<file path="src/rtl/uart_pkg.sv">
// Shared UART definitions: receive FSM states and the prescale-to-bit-period mapping,
// so transmitter and receiver agree on what one prescale unit means.
package uart_pkg;

  localparam int OVERSAMPLE = 8;
  localparam int TIMER_W    = 19;

  typedef enum logic [2:0] {
    IDLE,
    START,
    DATA,
    STOP,
    BREAK
  } rx_state_e;

  // Clocks per bit; a prescale of 0 behaves as 1 so the timer never stalls.
  function automatic logic [TIMER_W-1:0] bit_period(input logic [15:0] prescale);
    logic [15:0] eff;
    eff = (prescale == 16'd0) ? 16'd1 : prescale;
    return TIMER_W'(eff) * TIMER_W'(OVERSAMPLE);
  endfunction

endpackage

</file>
<file path="src/rtl/uart_sync2.sv">
// Two-flop synchronizer for the asynchronous serial line; resets to idle-high.
// Latency 2 clk; no flow control.
module uart_sync2 (
  input  logic clk,
  input  logic rst_n,
  input  logic d_in,
  output logic q_out
);

  logic meta_q, meta_d;
  logic sync_q, sync_d;

  always_comb begin
    meta_d = d_in;
    sync_d = meta_q;
  end

  always_ff @(posedge clk) begin
    if (!rst_n) begin
      meta_q <= 1'b1;
      sync_q <= 1'b1;
    end else begin
      meta_q <= meta_d;
      sync_q <= sync_d;
    end
  end

  assign q_out = sync_q;

endmodule

</file>
<file path="src/rtl/uart_rx_axis.sv">
// 8N1 UART receiver feeding a one-entry AXI-stream output register; tvalid rises the cycle
// after the stop-bit mid sample and is held until accepted, newer bytes overwrite (overrun).
module uart_rx_axis
  import uart_pkg::*;
#(
  parameter int DATA_WIDTH = 8
) (
  input  logic                  clk,
  input  logic                  rst_n,
  output logic [DATA_WIDTH-1:0] m_axis_tdata,
  output logic                  m_axis_tvalid,
  input  logic                  m_axis_tready,
  input  logic                  rxd,
  output logic                  busy,
  output logic                  overrun_error,
  output logic                  frame_error,
  input  logic [15:0]           prescale
);

  localparam int CNT_W = (DATA_WIDTH > 1) ? $clog2(DATA_WIDTH) : 1;

  logic rxd_s;

  uart_sync2 u_sync (
    .clk   (clk),
    .rst_n (rst_n),
    .d_in  (rxd),
    .q_out (rxd_s)
  );

  rx_state_e             state_q, state_d;
  logic [TIMER_W-1:0]    timer_q, timer_d;
  logic [TIMER_W-1:0]    reload_q, reload_d;
  logic [CNT_W-1:0]      bit_cnt_q, bit_cnt_d;
  logic [DATA_WIDTH-1:0] shift_q, shift_d;
  logic                  busy_q, busy_d;
  logic                  frame_err_q, frame_err_d;
  logic                  byte_vld;
  logic                  timer_exp;
  logic [TIMER_W-1:0]    period;

  logic [DATA_WIDTH-1:0] tdata_q, tdata_d;
  logic                  tvalid_q, tvalid_d;
  logic                  overrun_q, overrun_d;

  always_comb begin
    state_d     = state_q;
    timer_d     = timer_q;
    reload_d    = reload_q;
    bit_cnt_d   = bit_cnt_q;
    shift_d     = shift_q;
    busy_d      = busy_q;
    frame_err_d = 1'b0;
    byte_vld    = 1'b0;
    period      = bit_period(prescale);
    timer_exp   = (timer_q == '0);

    case (state_q)
      IDLE: begin
        if (!rxd_s) begin
          state_d  = START;
          busy_d   = 1'b1;
          reload_d = period - TIMER_W'(1);
          timer_d  = (period >> 1) - TIMER_W'(1);
        end
      end
      START: begin
        if (timer_exp) begin
          if (!rxd_s) begin
            state_d   = DATA;
            timer_d   = reload_q;
            bit_cnt_d = '0;
          end else begin
            // Start bit did not survive to mid-bit: treat as line noise.
            state_d = IDLE;
            busy_d  = 1'b0;
          end
        end else begin
          timer_d = timer_q - TIMER_W'(1);
        end
      end
      DATA: begin
        if (timer_exp) begin
          shift_d                 = shift_q >> 1;
          shift_d[DATA_WIDTH-1]   = rxd_s;
          timer_d                 = reload_q;
          bit_cnt_d               = bit_cnt_q + CNT_W'(1);
          if (bit_cnt_q == CNT_W'(DATA_WIDTH - 1)) begin
            state_d = STOP;
          end
        end else begin
          timer_d = timer_q - TIMER_W'(1);
        end
      end
      STOP: begin
        if (timer_exp) begin
          if (rxd_s) begin
            byte_vld = 1'b1;
            state_d  = IDLE;
            busy_d   = 1'b0;
          end else begin
            frame_err_d = 1'b1;
            state_d     = BREAK;
          end
        end else begin
          timer_d = timer_q - TIMER_W'(1);
        end
      end
      BREAK: begin
        // A line held low must return high before a new start can be seen.
        if (rxd_s) begin
          state_d = IDLE;
          busy_d  = 1'b0;
        end
      end
      default: begin
        state_d = IDLE;
        busy_d  = 1'b0;
      end
    endcase
  end

  always_ff @(posedge clk) begin
    if (!rst_n) begin
      state_q     <= IDLE;
      timer_q     <= '0;
      reload_q    <= '0;
      bit_cnt_q   <= '0;
      shift_q     <= '0;
      busy_q      <= 1'b0;
      frame_err_q <= 1'b0;
    end else begin
      state_q     <= state_d;
      timer_q     <= timer_d;
      reload_q    <= reload_d;
      bit_cnt_q   <= bit_cnt_d;
      shift_q     <= shift_d;
      busy_q      <= busy_d;
      frame_err_q <= frame_err_d;
    end
  end

  // Output register: a handshake in the same cycle as a new byte frees the slot first.
  always_comb begin
    tdata_d   = tdata_q;
    tvalid_d  = tvalid_q;
    overrun_d = 1'b0;
    if (tvalid_q && m_axis_tready) begin
      tvalid_d = 1'b0;
    end
    if (byte_vld) begin
      tdata_d   = shift_q;
      tvalid_d  = 1'b1;
      overrun_d = tvalid_q && !m_axis_tready;
    end
  end

  always_ff @(posedge clk) begin
    if (!rst_n) begin
      tdata_q   <= '0;
      tvalid_q  <= 1'b0;
      overrun_q <= 1'b0;
    end else begin
      tdata_q   <= tdata_d;
      tvalid_q  <= tvalid_d;
      overrun_q <= overrun_d;
    end
  end

  assign m_axis_tdata  = tdata_q;
  assign m_axis_tvalid = tvalid_q;
  assign busy          = busy_q;
  assign overrun_error = overrun_q;
  assign frame_error   = frame_err_q;

endmodule

</file>
<file path="config.mk">
export PLATFORM = sky130hd
export DESIGN_NAME = uart_rx_axis
export DESIGN_NICKNAME = d
export VERILOG_FILES = /design/src/rtl/uart_pkg.sv /design/src/rtl/uart_sync2.sv /design/src/rtl/uart_rx_axis.sv
export SDC_FILE = /design/constraint.sdc
export NUM_CORES = 1
export LEC_CHECK = 0
export ABC_AREA = 1
export CORE_ASPECT_RATIO = 1.25
export CORE_UTILIZATION = 55
export CTS_CLUSTER_DIAMETER = 40
export DETAILED_ROUTE_END_ITERATION = 10
export DONT_BUFFER_PORTS = 1
export GPL_ROUTABILITY_DRIVEN = 0
export PLACE_DENSITY = 0.7
export SYNTH_ARGS = -nofsm -noshare
export SYNTH_HDL_FRONTEND = slang
export SYNTH_SLANG_ARGS = --single-unit
</file>
<file path="constraint.sdc">
create_clock -name clk -period 3.2 [get_ports clk]
set_input_delay 0.16 -clock clk [delete_from_list [all_inputs] [get_ports clk]]
set_output_delay 0.16 -clock clk [all_outputs]
set_load 0.01 [all_outputs]
</file>
After elaboration in Yosys (flattened, before gate mapping). Index checks and enable logic that the tools add are counted.

Register bits: 66. Bits of input ports: 20.

Add/subtract/negate cells: 4. Equal/unequal tests: 15. Muxes and demuxes: 30. Bitwise operators: 2. Reductions and logical operators: 18.

Operator list (count): $mux W19 (5); $pmux W19 S4 (1); $sub A19 B1 Y19 const B (2); $mux W3 (10); $logic_not A19 Y1 (1); $sub A18 B1 Y19 const B (1); $logic_not A16 Y1 (1); $mux W16 (1); $pmux W3 S5 (1); $ne A2 B2 Y1 const B (7); $mux W1 (9); $reduce_and A4 Y1 (2); $eq A3 B2 Y1 const B (2); $eq A3 B3 Y1 const B (2); $pmux W3 S2 (1); $reduce_and A2 Y1 (3); $reduce_and A3 Y1 (2); $reduce_and A6 Y1 (1); $ne A2 B1 Y1 const B (2); $pmux W1 S4 (1); $reduce_bool A2 Y1 (2); $reduce_bool A4 Y1 (1); $add A3 B1 Y3 const B (1); $eq A3 B1 Y1 const B (1); 7 further kinds (9).

Depth between registers and ports, before layout. Gate-level depths: netlist of the first run.

Depth after elaboration: 5. Depth in mapped cells: 16.

By module. A second synthesis of the first run with hierarchy kept.

Cells, all modules: 628. Area total of the unflattened synthesis: 3920.0 um2.

Modules (own cells, without submodules): uart_rx_axis (instances 1, cells an instance 622, area an instance 3865.0 um2); uart_sync2 (instances 1, cells an instance 6, area an instance 55.1 um2).

Worst setup path before layout of the first run. No wires, ideal clock.

Path type: input-to-reg. Start: in prescale[3]. End: reg timer_q[10]. Library setup time: 0.109 ns. Arrival time: 1.675 ns. Required time: 3.091 ns. Path slack: 1.416 ns. Cell stages on the path: 15. Cells stage by stage: nor2_1 nand2_1 nor2_1 nand2_1 buf_2 nand2_1 inv_1 ha_1 nand3_1 nor2_1 xor2_1 nand2_1 nand3_1 nand2_1 inv_1.

Word-level cells in the longest chain between the ends: 5.

Ends and longest elaborated chain: start: declaration (RTL line uart_rx_axis.sv:17) `input logic [15:0] prescale`; $logic_not A16 Y1 (RTL line uart_pkg.sv:19) `eff = (prescale == 16'd0) ? 16'd1 : prescale;`; $mux W16 (*) (RTL line uart_pkg.sv:19); $sub A18 B1 Y19 (*) (RTL line uart_rx_axis.sv:64) `timer_d = (period >> 1) - TIMER_W'(1);`; $mux W19 (*) (RTL line uart_rx_axis.sv:60) `if (!rxd_s) begin`; $pmux W19 S4 (*) (RTL line uart_rx_axis.sv:58) `case (state_q)`; end signal: assignment (RTL line uart_rx_axis.sv:134) `timer_q <= timer_d;`; end: declaration (RTL line uart_rx_axis.sv:32) `logic [TIMER_W-1:0] timer_q, timer_d;`.

Every way passes the cells marked *; elsewhere a longest branch is shown, timed or not. The select of a mux whose other input is x is not followed. A chain may end at the register's enable or synchronous reset.

Worst setup path in the final report of the first run.
Start: reg timer_q[0]. End: reg tdata_q[0], in the netlist m_axis_tdata[0].

Word-level cells in the longest chain between the ends: 3.

Ends and longest elaborated chain: $logic_not A19 Y1 (RTL line uart_rx_axis.sv:56) `timer_exp = (timer_q == '0);`; $mux W1 (RTL line uart_rx_axis.sv:96) `if (timer_exp) begin`; $mux W1 (RTL line uart_rx_axis.sv:58); end signal: assignment (RTL line uart_rx_axis.sv:164) `tdata_q <= tdata_d;`; end: declaration (RTL line uart_rx_axis.sv:42) `logic [DATA_WIDTH-1:0] tdata_q, tdata_d;`.

Every way passes these cells.

==> flow_summary.ini, run 1 <==
[detailed_routing]
first_iter_violations = 335
antenna_left = 0
wl_um = 9940
drt-wirelength-per-cell_um = 14.2
first_pass_iters = 7
post-route-drc-count = 0
viasPerCell = 5.47
via_count = 3816

[clocking]
cts_tree = yes
ctsResizeCount = 0
root_buffer = clkbuf_8
numClockSinks = 64
worstSkewPairLatency_ns = 0.35
numCtsBuffers = 9
clkTransAtPathRegs_ns = 0.08
cts_max_level = 3
cts.path.max_buffers = 2

[synthesis]
syn_area_um2 = 3890
synth_top_area_frac = 0.329
synth-seq-cells = 64
synthArstFlopShare = 0
synth_ff_type = dfxtp_1
synth_edf_count = 0
ys_top_cells_by_area = dfxtp_1, nand2_1, nor2_1
synth.most_common_cell = nand2_1
synthesis.nets = 631
syn_avg_cell_area_um2 = 6.42
yosysTopAreaCell = dfxtp_1
synth_warnings = 0
yosysSeqAreaShare = 0.329
ys_types = 39
synthCells = 606
netlist_top_cells_count = nand2_1, nor2_1, inv_1

[placed_design]
place_ws_ns = 1.07
port-buffer-count = 0
dpl.hpwl_um = 7290
placed_cell_area_um2 = 3920

[floorplan]
io-pin-count = 32
die_h_um = 96.0
dieArea_um2 = 7410
num_rows = 33
start_util = 0.581
coreArea_um2 = 6690
die_w_um = 77.2

[power]
irDropWorstVdd_v = 0.000570
p_sw_frac = 0.453
combPwrFrac = 0.458
power_switching_mw = 1.55
power.density_nw_per_um2 = 816
p_clk_frac = 0.230
intPower_mw = 1.87
power_leakage_nw = 1.95
seqPwrFrac = 0.312

[final_layout]
drive_above_1_share = 0.0867
final.fill_count = 659
layout.nets = 631
syn_to_final_growth_pct = 7.95
n_antenna_cell = 0
final_area_um2 = 4200

[global_routing]
grt_first_pass_wirelength_um = 16700
grtUsageTotal = 0.287
antenna_found_initial = 0
grt_pass1_vias = 3585
grt_max_degree = 42
grt_overflow = 0

[timing]
final.period_utilization = 0.672
max_freq_ghz = 0.465
tightest_slew_ns = 0.656
layout_setup_ws_ns = 1.05
fin_setup_tns_ns = 0
max_slew_margin = 0.560
slew_viol_final = 0
setup_violations = 0
rsz0062_at_grt = no
hold_viol_final = 0
period_minus_slack_ns = 2.15
fin_worst_skew_ns = 0.0130

[status]
outcome = finished, final reports clean

[worst_hold_path]
min_path_type = input pin to flip-flop

[setup_path]
cp_max_fo = 16
crit_path_start_kind = flip-flop
critPathRequiredTime_ns = 3.44
cpPeakStageDelay_ns = 0.52
critPathTopFamily = simple AND/OR/NAND/NOR gates
cp_slowest_cell = nor3_4
crit_type = flip-flop to flip-flop
path_buf_inv = 3
crit_chain = inv_1 -> ha_1 -> inv_1 -> nor2_1 -> nand3_2 -> nor2_4 -> nand2_4 -> nor3_4 -> inv_1 -> nor2_1 -> nor2_1
crit_path_end_kind = flip-flop
arrival_ns = 2.39

[flow_run]
maxCapViolCount = 0
## metal layers
metal	track usage	wire, um	vias to the layer above
met5	0	0	-
met4	0.124	250	0
met3	0.0635	554	25
met2	0.473	4560	121
met1	0.362	4580	1717
li1	-	-	1953
## worst min-delay path: stages
cell     delay [ns]
o21a_1         0.08
nand2_1        0.06
inv_1          0.04
## cell usage in the layout (no fill, tap or decap), types with 9 or more instances in the layout
cell type / Yosys / final
o21ai_0: 36 / 36
dfxtp_1: 64 / 64
o21ai_1: 12 / 12
nor2_1: 91 / 91
nand4_1: 9 / 9
inv_1: 74 / 74
a21oi_1: 54 / 54
xor2_1: 10 / 10
nand2_1: 131 / 131
nand3_1: 39 / 39
clkbuf_8: 0 / 9
## registers in the layout (all words and copies together), names as in the netlist
signal	flops
timer_q	19
shift_q	8
frame_error	1
m_axis_tdata	8
busy	1
m_axis_tvalid	1
bit_cnt_q	3
u_sync.q_out	1
overrun_error	1
reload_q	17
u_sync.meta_q	1
state_q	3
## power groups by stage
stage	logic [mW]	registers (mW)	clock network [mW]
6_report	1.57	1.07	0.789
5_1_grt	1.78	1.09	0.829
4_1_cts	1.54	1.06	0.798
3_5_place_dp	1.52	1.08	0
3_3_place_gp	1.50	1.08	0
2_1_floorplan	1.24	1.04	0
## final timing paths
| check | start | endpoint | slack [ns] | cells past startpoint |
|---|---|---|---|---|
| worst max-delay path | timer_q[0] | m_axis_tdata[0] | 1.05 | 11 |
| worst min-delay path | rst_n | reload_q[14] | 0.03 | 3 |
| worst max register to register | timer_q[0] | m_axis_tdata[0] | 1.05 | 11 |
| worst min register to register | u_sync.meta_q | u_sync.q_out | 0.42 | 1 |
## kinds of logic after synthesis
| family | Yosys count | share of synthesized area |
|---|---|---|
| compound gates | 119 | 0.164 |
| xor+xnor | 13 | 0.0293 |
| fa+ha+maj | 5 | 0.0161 |
| buf+inv | 96 | 0.0997 |
| flops | 64 | 0.329 |
| simple gates | 309 | 0.361 |
## stage by stage
stage / power [mW] / util / cells / hold slack (ns)
finish: 3.42 / 0.628 / 698 / 0.0335
global route: 3.70 / 0.628 / 698 / 0.0587
CTS: 3.41 / 0.628 / 698 / 0.0256
detailed placement: 2.60 / 0.586 / 678 / 0.237
global placement: 2.58 / 0.586 / 678 / 0.236
floorplan: 2.28 / - / 606 / 0.234
## repair_timing
| item | in CTS | in global routing |
|---|---|---|
| hold buffers | 4 | 0 |
| setup endpoints to repair | 0 | 0 |
| buffers inserted | 0 | 0 |
| endpoints found under the hold margin | 43 | 0 |
## final cells by class
| type | count | area, um2 | share of cell area |
|---|---|---|---|
| Multi-Input combinational cell | 446 | 2220 | 0.529 |
| Timing Repair Buffer | 6 | 65.1 | 0.0155 |
| Clock inverter | 7 | 103 | 0.0244 |
| Sequential cell | 64 | 1280 | 0.305 |
| Clock buffer | 9 | 124 | 0.0295 |
| Tap cell | 87 | 109 | 0.0259 |
| Inverter | 79 | 297 | 0.0706 |
(Power assumes the default switching activity.)
==> run 2, diff against run 1 <==
clock period = 2.18 ns   (was 3.2 ns; I/O delays follow)
==> flow_summary.ini, run 2 (same netlist as run 1, synthesis figures left out) <==
[final_layout]
final_area_um2 = 4240
layout.nets = 639
post-route-util = 0.634
n_antenna_cell = 0
final_common_cell = nand2_1
syn_to_final_growth_pct = 9.07
drive_above_1_share = 0.0969
largest_reg_flops = 19
reg_top3 = timer_q x19, reload_q x17
layout_common_cells = nand2_1, nor2_1, inv_1
regMostFlops = timer_q

[global_routing]
antenna_found_initial = 0
grtUsageTotal = 0.297
grt_pass1_vias = 3685
grt_max_degree = 47
grt_overflow = 0
grt_first_pass_wirelength_um = 17200

[setup_path]
critPathTopFamily = simple AND/OR/NAND/NOR gates
crit_top_cell = inv_1
crit_path_start_kind = flip-flop
cp_slowest_cell = dfxtp_1
arrival_ns = 2.19
cpPeakStageDelay_ns = 0.33
crit_type = flip-flop to flip-flop
critPathRequiredTime_ns = 2.43
cp_max_fo = 22
crit_path_end_kind = flip-flop
path_buf_inv = 4
crit_chain = inv_1 -> ha_1 -> inv_1 -> nor2_1 -> nand3_2 -> nor2_4 -> nand3_1 -> nand2_2 -> buf_4 -> a21oi_1 -> nand2_1 -> inv_1

[floorplan]
start_util = 0.581
die_h_um = 96.0
coreArea_um2 = 6690
num_rows = 33
io-pin-count = 32
dieArea_um2 = 7410
die_w_um = 77.2

[timing]
max_freq_ghz = 0.515
layout_setup_ws_ns = 0.240
rsz0062_at_grt = no
fin_worst_skew_ns = 0.0113
fin_setup_tns_ns = 0
setup_violations = 0
period_minus_slack_ns = 1.94
final.period_utilization = 0.890
tightest_slew_ns = 0.652
slew_viol_final = 0
max_slew_margin = 0.563
hold_viol_final = 0

[clocking]
numCtsBuffers = 9
worstSkewPairLatency_ns = 0.35
cts.path.max_buffers = 2
cts_max_level = 3
post_cts_buffers = 0
root_buffer = clkbuf_8
clkTransAtPathRegs_ns = 0.07
numClockSinks = 64
cts_tree = yes

[detailed_routing]
first_pass_iters = 5
viasPerCell = 5.50
wl_um = 10100
first_iter_violations = 274
via_count = 3880
antenna_left = 0
post-route-drc-count = 0
drt-wirelength-per-cell_um = 14.3

[placed_design]
port-buffer-count = 0
placed_cell_area_um2 = 3970
dpl.hpwl_um = 7420
place_ws_ns = 0.277

[status]
outcome = finished, final reports clean

[flow_run]
maxCapViolCount = 0

[power]
irDropWorstVdd_v = 0.000537
power.density_nw_per_um2 = 1180
power_leakage_nw = 1.97

[worst_hold_path]
min_path_type = input pin to flip-flop
==> run 2: stage by stage <==
step	power (mW)	std cells	hold slack, ns
after CTS	4.98	706	0.00181
after global placement	3.86	684	0.183
after global routing	5.40	706	0.0444
after floorplan	3.35	606	0.183
final	5.00	706	0.0219
after detailed placement	3.88	684	0.190
==> run 2: per-layer routing <==
layer | vias up | GRT usage | wire, um
met4 | 0 | 0.132 | 295
met2 | 134 | 0.493 | 4550
met1 | 1753 | 0.376 | 4660
met5 | - | 0 | 0
met3 | 27 | 0.0569 | 606
li1 | 1966 | - | -
==> run 2: final cells by class <==
| class | instances | area, um2 |
|---|---|---|
| fill | 640 | 2450 |
| multi-input combinational | 446 | 2220 |
| sequential | 64 | 1280 |
| inverter | 79 | 297 |
| timing repair buffer | 14 | 130 |
| clock buffer | 9 | 124 |
| tap | 87 | 109 |
| clock inverter | 7 | 78.8 |
==> run 2: where the power goes <==
| group | internal [mW] | switching, mW | total, mW |
|---|---|---|---|
| combinational | 0.776 | 1.59 | 2.37 |
| sequential | 1.36 | 0.205 | 1.57 |
| clock | 0.537 | 0.523 | 1.06 |
==> run 2: timing repair <==
action | 4_1_cts | 5_1_grt
hold endpoints to repair | 48 | 0
resized for setup | 0 | 1
setup endpoints to repair | 0 | 1
hold buffers | 6 | 0
==> run 2: final timing paths <==
kind                            slack (ns)  depth (start not counted)           from      endpoint
worst max register to register        0.24                         12     timer_q[0]   timer_q[12]
worst min-delay path                  0.02                          3   prescale[10]  reload_q[13]
worst max-delay path                  0.24                         12     timer_q[0]   timer_q[12]
worst min register to register        0.41                          1  u_sync.meta_q  u_sync.q_out
==> run 2: tightest hold or removal path: cells and delay by family <==
family | cells | cell delay (ns)
AOI/OAI and AO/OA | 1 | 0.07
buffers and inverters | 1 | 0.04
xor gates and xnor gates | 1 | 0.12
==> run 3, diff against run 2 <==
CORE_MARGIN = 2   (was unset)
==> flow_summary.ini, run 3 (same netlist as run 1, synthesis figures left out) <==
[detailed_routing]
antenna_left = 0
first_iter_violations = 345
top_layer = met4
wl_met1_um = 4540
wl_met3_um = 609
wl_um = 10400
post-route-drc-count = 0
drt-wirelength-per-cell_um = 14.6
via_count = 3883
first_pass_iters = 5
viasPerCell = 5.48
wl_met2_um = 4920

[timing]
max_freq_ghz = 0.518
tightest_slew_ns = 0.665
rsz0062_at_grt = no
fin_worst_skew_ns = 0.00915
hold_viol_final = 0
setup_violations = 0
final.period_utilization = 0.886
fin_setup_tns_ns = 0
period_minus_slack_ns = 1.93
max_slew_margin = 0.554
slew_viol_final = 0

[clocking]
cts.path.max_buffers = 2
numClockSinks = 64
cts_max_level = 3
worstSkewPairLatency_ns = 0.36
root_buffer = clkbuf_8
ctsResizeCount = 0
clkTransAtPathRegs_ns = 0.08
numCtsBuffers = 9
cts_tree = yes

[power]
total_power_mw = 5.14
irDropWorstVdd_v = 0.000683
power.density_nw_per_um2 = 1210
power_leakage_nw = 1.99

[final_layout]
drive_above_1_share = 0.0985
fin_cells = 709
syn_to_final_growth_pct = 9.59
reg_top3 = timer_q x19, reload_q x17
n_antenna_cell = 0
final.fill_count = 671
largest_reg_flops = 19
layout.nets = 639
layout_common_cells = nand2_1, nor2_1, inv_1
regMostFlops = timer_q
post-route-util = 0.618
final_common_cell = nand2_1

[global_routing]
grt_max_degree = 47
grt_first_pass_wirelength_um = 17400
antenna_found_initial = 0
grt_overflow = 0
grt_pass1_vias = 3665
grtUsageTotal = 0.285

[setup_path]
cp_max_fo = 22
cpPeakStageDelay_ns = 0.33
r2r-end = timer_q[12]
crit_type = flip-flop to flip-flop
crit_top_cell = inv_1
critPathTopFamily = simple AND/OR/NAND/NOR gates
reg2reg_slack_ns = 0.25
path_buf_inv = 4
r2r-start = timer_q[0]
r2r_cells = 12
arrival_ns = 2.19
crit_path_end_kind = flip-flop
crit_path_start_kind = flip-flop
cp-startpoint = timer_q[0]
crit_chain = inv_1 -> ha_1 -> inv_1 -> nor2_1 -> nand3_2 -> nor2_4 -> nand3_1 -> nand2_2 -> buf_4 -> a21oi_1 -> nand2_1 -> inv_1
path_depth = 12
cp_slowest_cell = dfxtp_1
cp-endpoint = timer_q[12]
critPathRequiredTime_ns = 2.44

[status]
outcome = finished, final reports clean

[placed_design]
place_inst = 688
dpl.hpwl_um = 7610
port-buffer-count = 0

[floorplan]
die_h_um = 98.0
io-pin-count = 32
dieArea_um2 = 7760
die_w_um = 79.2
coreArea_um2 = 6890
num_rows = 34
start_util = 0.564

[worst_hold_path]
min_path_type = input pin to flip-flop

[flow_run]
maxCapViolCount = 0
## run 3: where the power goes
group / switching, mW / total (mW) / leakage, nW / internal [mW]
sequential: 0.208 / 1.57 / 0.523 / 1.36
clock: 0.528 / 1.18 / 0.110 / 0.655
combinational: 1.61 / 2.39 / 1.36 / 0.773
## run 3: how the worst min path moves through the flow
stage	from	end	slack, ns	cells past startpoint
5_1_grt	prescale[4]	reload_q[7]	0.02	2
4_1_cts	prescale[4]	reload_q[7]	0.002	2
3_5_place_dp	m_axis_tready	overrun_error	0.19	1
2_1_floorplan	m_axis_tready	overrun_error	0.18	1
3_3_place_gp	m_axis_tready	overrun_error	0.18	1
6_report	prescale[4]	reload_q[7]	0.01	2
## run 3: per-stage QoR
| step | worst slack [ns] | area (um2) | hold slack, ns |
|---|---|---|---|
| after floorplan | 0.447 | 3890 | 0.183 |
| after global placement | 0.366 | 3980 | 0.184 |
| after detailed placement | 0.293 | 3980 | 0.186 |
| after CTS | 0.230 | 4250 | 0.00192 |
| after global routing | 0.0548 | 4260 | 0.0201 |
| final | 0.248 | 4260 | 0.00960 |
## run 3: worst reg2reg max path: cells and delay by family, from the launching register on
| family | cells | cell delay (ns) |
|---|---|---|
| flip-flops | 1 | 0.33 |
| AO/OA/AOI/OAI | 1 | 0.15 |
| buffers and inverters | 4 | 0.47 |
| adder cells (fa/ha/maj) | 1 | 0.19 |
| AND/OR/NAND/NOR | 6 | 0.69 |
## run 3: timing repair
item | 4_1_cts | 5_1_grt
setup buffers | 0 | 1
endpoints found under the hold margin | 48 | 0
setup endpoints to repair | 0 | 1
hold buffers | 4 | 0
## run 3: layout make-up
cell class / count / area, um2 / share of cell area
multi-input combinational: 446 / 2220 / 0.521
clock inverter: 7 / 103 / 0.0241
inverter: 79 / 297 / 0.0696
tap: 90 / 113 / 0.0264
timing repair buffer: 14 / 125 / 0.0294
sequential: 64 / 1280 / 0.301
clock buffer: 9 / 124 / 0.0291
## run 3: routing by layer
| metal | track usage | up-vias |
|---|---|---|
| met1 | 0.377 | 1758 |
| met5 | 0 | - |
| met2 | 0.453 | 131 |
| li1 | - | 1968 |
| met3 | 0.0481 | 26 |
| met4 | 0.130 | 0 |
